File: src/rtl/slave_resp_mux_pkg.sv
// -----------------------------------------------------------------------------
// slave_resp_mux_pkg
// Shared interconnect definitions used by the response multiplexer and its
// default-slave FSM:
//   resp_e    - bus response encoding (OKAY / ERROR)
//   ds_state_e - default-slave FSM states (IDLE, ERR1, ERR2)
//   idx_w()   - helper returning a safe index width for a slave count
// -----------------------------------------------------------------------------
package slave_resp_mux_pkg;

  typedef enum logic {
    RESP_OKAY  = 1'b0,
    RESP_ERROR = 1'b1
  } resp_e;

  typedef enum logic [1:0] {
    DS_IDLE = 2'd0,
    DS_ERR1 = 2'd1,
    DS_ERR2 = 2'd2
  } ds_state_e;

  // A single-slave configuration still needs a 1-bit index register.
  function automatic int idx_w(input int num);
    return (num > 1) ? $clog2(num) : 1;
  endfunction

endpackage

File: src/rtl/slave_resp_mux_default_slave.sv
// -----------------------------------------------------------------------------
// default_slave
// Two-cycle ERROR responder for transfers that hit no mapped slave.
// Present only when SLAVE_RESP_MUX_DEFAULT_SLAVE_EN is defined.
// Ports:
//   i_clk       - clock, rising edge
//   i_rst_n     - asynchronous active-low reset
//   i_capture   - address phase is being accepted this edge (bus hready=1)
//   i_unmapped  - accepted address phase is an active, unmapped transfer
//   o_hready    - ready contribution while responding (0 in ERR1, 1 in ERR2)
//   o_hresp     - response contribution (ERROR in ERR1/ERR2)
// -----------------------------------------------------------------------------
`ifdef SLAVE_RESP_MUX_DEFAULT_SLAVE_EN
module default_slave
  import slave_resp_mux_pkg::*;
(
  input  logic i_clk,
  input  logic i_rst_n,
  input  logic i_capture,
  input  logic i_unmapped,
  output logic o_hready,
  output logic o_hresp
);

  ds_state_e r_state;
  ds_state_e w_state_nxt;

  always_ff @(posedge i_clk or negedge i_rst_n) begin
    if (!i_rst_n) begin
      r_state <= DS_IDLE;
    end else begin
      r_state <= w_state_nxt;
    end
  end

  always_comb begin
    w_state_nxt = r_state;
    o_hready    = 1'b1;
    o_hresp     = RESP_OKAY;
    case (r_state)
      DS_IDLE: begin
        if (i_capture && i_unmapped) w_state_nxt = DS_ERR1;
      end
      DS_ERR1: begin
        o_hready    = 1'b0;
        o_hresp     = RESP_ERROR;
        w_state_nxt = DS_ERR2;
      end
      DS_ERR2: begin
        // Bus is ready here, so a new address phase is accepted this edge;
        // another unmapped transfer restarts the error sequence directly.
        o_hready    = 1'b1;
        o_hresp     = RESP_ERROR;
        w_state_nxt = (i_capture && i_unmapped) ? DS_ERR1 : DS_IDLE;
      end
      default: w_state_nxt = DS_IDLE;
    endcase
  end

endmodule
`endif

File: src/rtl/slave_resp_mux.sv
// -----------------------------------------------------------------------------
// slave_resp_mux
// Returns the response of the slave that owns the current data phase to the
// master. The owner is registered from the address-phase select whenever the
// bus is ready, and the owning slave's data/ready/response are then muxed
// through combinationally with no added latency.
// Optional feature: define SLAVE_RESP_MUX_DEFAULT_SLAVE_EN to give unmapped
// active transfers a two-cycle ERROR response; otherwise they complete as
// zero-wait idle data phases.
// Ports:
//   i_clk, i_rst_n     - clock / asynchronous active-low reset
//   i_hsel             - one-hot address-phase slave select (0 = unmapped)
//   i_htrans           - address-phase transfer active
//   i_hrdata[]         - per-slave read data
//   i_hreadyout[]      - per-slave ready
//   i_hresp[]          - per-slave response
//   o_hrdata           - read data to master
//   o_hready           - combined ready to master and all slaves
//   o_hresp            - combined response to master
// -----------------------------------------------------------------------------
module slave_resp_mux
  import slave_resp_mux_pkg::*;
#(
  parameter int NUM_SLAVES = 2,
  parameter int DATA_WIDTH = 32
) (
  input  logic                  i_clk,
  input  logic                  i_rst_n,
  input  logic [NUM_SLAVES-1:0] i_hsel,
  input  logic                  i_htrans,
  input  logic [DATA_WIDTH-1:0] i_hrdata    [NUM_SLAVES],
  input  logic                  i_hreadyout [NUM_SLAVES],
  input  logic                  i_hresp     [NUM_SLAVES],
  output logic [DATA_WIDTH-1:0] o_hrdata,
  output logic                  o_hready,
  output logic                  o_hresp
);

  localparam int IDX_W = idx_w(NUM_SLAVES);

  logic [IDX_W-1:0]      r_idx;
  logic                  r_owner_vld;
  logic                  r_dflt;

  logic [IDX_W-1:0]      w_sel_idx;
  logic                  w_sel_any;
  logic                  w_unmapped;
  logic                  w_ds_hready;
  logic                  w_ds_hresp;
  logic [DATA_WIDTH-1:0] w_hrdata;
  logic                  w_hready;
  logic                  w_hresp;

  // Lowest-index set bit wins if the decoder ever asserts more than one.
  always_comb begin
    w_sel_idx = '0;
    w_sel_any = 1'b0;
    for (int i = NUM_SLAVES - 1; i >= 0; i--) begin
      if (i_hsel[i]) begin
        w_sel_idx = IDX_W'(i);
        w_sel_any = 1'b1;
      end
    end
  end

`ifdef SLAVE_RESP_MUX_DEFAULT_SLAVE_EN
  assign w_unmapped = i_htrans && !w_sel_any;

  default_slave u_default_slave (
    .i_clk      (i_clk),
    .i_rst_n    (i_rst_n),
    .i_capture  (w_hready),
    .i_unmapped (w_unmapped),
    .o_hready   (w_ds_hready),
    .o_hresp    (w_ds_hresp)
  );
`else
  // Unmapped transfers are simply treated as idle data phases.
  assign w_unmapped  = 1'b0;
  assign w_ds_hready = 1'b1;
  assign w_ds_hresp  = RESP_OKAY;
`endif

  // Owner is held while the current data phase is stalled.
  always_ff @(posedge i_clk or negedge i_rst_n) begin
    if (!i_rst_n) begin
      r_idx       <= '0;
      r_owner_vld <= 1'b0;
      r_dflt      <= 1'b0;
    end else if (w_hready) begin
      r_idx       <= w_sel_idx;
      r_owner_vld <= i_htrans && w_sel_any;
      r_dflt      <= w_unmapped;
    end
  end

  always_comb begin
    w_hrdata = '0;
    w_hready = 1'b1;
    w_hresp  = RESP_OKAY;
    if (r_owner_vld) begin
      w_hrdata = i_hrdata[r_idx];
      w_hready = i_hreadyout[r_idx];
      w_hresp  = i_hresp[r_idx];
    end else if (r_dflt) begin
      w_hready = w_ds_hready;
      w_hresp  = w_ds_hresp;
    end
  end

  assign o_hrdata = w_hrdata;
  assign o_hready = w_hready;
  assign o_hresp  = w_hresp;

endmodule

File: config.mk
export PLATFORM = sky130hd
export DESIGN_NAME = slave_resp_mux
export DESIGN_NICKNAME = d
export VERILOG_FILES = /design/src/rtl/slave_resp_mux_pkg.sv /design/src/rtl/slave_resp_mux_default_slave.sv /design/src/rtl/slave_resp_mux.sv
export SDC_FILE = /design/constraint.sdc
export NUM_CORES = 1
export LEC_CHECK = 0
export CELL_PAD_IN_SITES_DETAIL_PLACEMENT = 1
export CELL_PAD_IN_SITES_GLOBAL_PLACEMENT = 1
export CORE_UTILIZATION = 13
export CTS_CLUSTER_SIZE = 40
export DETAILED_ROUTE_END_ITERATION = 8
export GPL_ROUTABILITY_DRIVEN = 0
export PLACE_DENSITY = 0.89
export SLEW_MARGIN = 20
export SYNTH_ARGS = -nofsm -noshare
export SYNTH_HDL_FRONTEND = slang
export SYNTH_SLANG_ARGS = --single-unit
File: constraint.sdc
create_clock -name i_clk -period 2.9 [get_ports i_clk]
set_input_delay 0.58 -clock i_clk [delete_from_list [all_inputs] [get_ports i_clk]]
set_output_delay 0.58 -clock i_clk [all_outputs]
set_load 0.005 [all_outputs]
==> impl_metrics.env <==
export IMPL_outcome="finished clean"
export IMPL_cts_clk_slew_worst_paths_ps=30
export IMPL_grt_util_met1_pct=10.4
export IMPL_hold_path_class="register to register"
export IMPL_arrival_ps=1810
export IMPL_die_area_um2=5190
export IMPL_core_area_um2=4720
export IMPL_nFillCells=549
export IMPL_yosysWarnings=0
export IMPL_critPathTopFamily="buffers and inverters"
export IMPL_synth_nets=157
export IMPL_clockRootBuffer="clkbuf_8"
export IMPL_place_area_um2=1720
export IMPL_min_from="r_owner_vld"
export IMPL_finalWorstSetupSlack_ps=512
export IMPL_nets=262
export IMPL_yosysTopAreaCellShare_pct=53.3
export IMPL_startpoint_type="register"
export IMPL_netlist_area_um2=638
export IMPL_fmax_mhz=419
export IMPL_yosysTopAreaCell="mux2i_1"
export IMPL_hold_violations=0
export IMPL_total_power_w=0.000506
export IMPL_period_needed_ps=2390
export IMPL_slew_headroom_pct=60.7
export IMPL_drt_pre_antenna_iters=6
export IMPL_ys_types=12
export IMPL_cts_hold_buf=0
export IMPL_finalMaxSlewViolations=0
export IMPL_cts_sinks=2
export IMPL_cp_slowest_cell="dfrtp_2"
export IMPL_final_design_area_no_fill_um2=1770
export IMPL_busiest_layer="met2"
export IMPL_pre_cts_slack_ps=562
export IMPL_seq_area_um2=51.3
export IMPL_crit_path_start="r_idx"
export IMPL_rows=25
export IMPL_cap_violations=0
export IMPL_route_vias_total=1029
export IMPL_crit_type="register to output port"
export IMPL_netlist_instances=84
export IMPL_r2r_start="r_owner_vld"
export IMPL_grt_max_degree=36
export IMPL_fin_crit_sh_pct=82.4
export IMPL_setup_viol=0
export IMPL_drive_gt1_share_pct=3.19
export IMPL_start_util_pct=13.5
export IMPL_cts_resized=0
export IMPL_placed_cells=251
export IMPL_rsz0062_at_grt="false"
export IMPL_antenna_found_initial=0
export IMPL_gr_total_overflow=0
export IMPL_port_buffers=106
export IMPL_io_pins=107
export IMPL_cpPeakStageDelay_ps=550
export IMPL_cts_htree_levels=1
export IMPL_path_max_fanout=26
export IMPL_cts_buffers=3
export IMPL_grt_pass1_vias=1054
export IMPL_p_leak_nw=0.686
export IMPL_cp_required_ps=2320
export IMPL_clock_latency_ps=210
export IMPL_vdd_drop_max_v=0.000162
export IMPL_routed_wl_mm=2.89
export IMPL_p_per_area_nw_per_um2=286
export IMPL_ys_seq_elements=2
export IMPL_cts_tree="built"
export IMPL_dp_hpwl_mm=2.34
export IMPL_final_setup_skew_ps=8.06
export IMPL_met2_usage_pct=21.2
export IMPL_vias_per_cell=4.04
export IMPL_die_y_um=72.1
export IMPL_cts_setup_buffers=0
export IMPL_routedWlPerCell_um=11.3
export IMPL_drcViolationCount=0
export IMPL_tightest_slew_ps=589
export IMPL_first_iter_violations=12
export IMPL_fin_setup_tns_ps=0
export IMPL_end_kind="output port"
export IMPL_ant_nets=0
export IMPL_grt_usage_pct=11.0
export IMPL_cp_cell_sequence="buf_12, mux2i_1, nor2_1, clkdlybuf4s50_1"
export IMPL_die_x_um=72.1
export IMPL_syn2layout_area_growth_pct=177
export IMPL_ys_seq_area_share_pct=7.84
export IMPL_cts_path_max_buffers=2
export IMPL_worst_path_buf_inv=2
export IMPL_grt_pass1_wl_mm=4.57
export IMPL_stdcell_count=255
export IMPL_diodes=0
export IMPL_avgSynthCellArea_um2=7.60
export IMPL_grtUsageMet3_pct=5.14
export IMPL_synthTopCellsByArea="mux2i_1, nor2_1, buf_12"
export IMPL_multi_input_area_um2=500
per-layer routing:
layer	part of all wire (%)	routed length, um
met4	0.48	14
met3	13	382
met5	0	0
met1	36	1040
met2	50	1460
synth_stat cells, drive strengths merged:
cell type,count
buf,5
clkbuf,2
dfrtp,2
inv,1
mux2i,34
nand2,2
nand2b,1
nor2,34
o21ai,2
o2bb2ai,1
final timing paths:
check | to | slack, ps | cells past startpoint
worst max-delay path | o_hrdata[14] | 510 | 4
worst min-delay path | r_owner_vld | 520 | 2
worst max register to register | r_idx | 1630 | 3
worst min register to register | r_owner_vld | 520 | 2
max in group asynchronous | r_idx | 2240 | 1
min in group asynchronous | r_idx | 530 | 1
flip-flops by register name (all words and copies together) (netlist names):
name         flops
r_idx            1
r_owner_vld      1
cells in the final DEF, fill, tap and decap left out, drive strengths merged:
cell type,netlist,layout
inv,1,1
nor2,34,34
o2bb2ai,1,1
clkdlybuf4s50,0,106
clkbuf,2,4
o21ai,2,2
dfrtp,2,2
mux2i,34,34
nand2,2,2
nand2b,1,1
buf,5,1
where the power goes:
group	total, W	internal, W	switching, W
combinational	0.000347	0.000235	0.000112
clock	0.000117	0.0000934	0.0000240
sequential	0.0000416	0.0000317	0.00000989
cell type report:
| class | instances | share of cell area [%] |
|---|---|---|
| sequential | 2 | 2.91 |
| multi-input combinational | 74 | 28.3 |
| inverter | 1 | 0.213 |
| timing repair buffer | 107 | 61.2 |
| tap | 67 | 4.75 |
| clock buffer | 4 | 2.55 |
per-stage QoR:
step / utilization (%) / hold WS, ps
floorplan: - / 284
global placement: 36.4 / 521
detailed placement: 36.4 / 525
CTS: 37.4 / 525
global route: 37.4 / 529
finish: 37.4 / 522
worst reg2reg max path: cells and delay by family (launching register included):
family | cells | cell delay [ps]
flops | 1 | 380
buf+inv | 1 | 440
compound gates | 2 | 330
cells by family after synthesis:
family,after synthesis,share of synthesized area (%)
AND/OR/NAND/NOR,37,22.2
multiplexers,34,53.3
buffers and inverters,8,13.7
AO/OA/AOI/OAI,3,2.94
flip-flops,2,7.84
(Power assumes the default switching activity.)
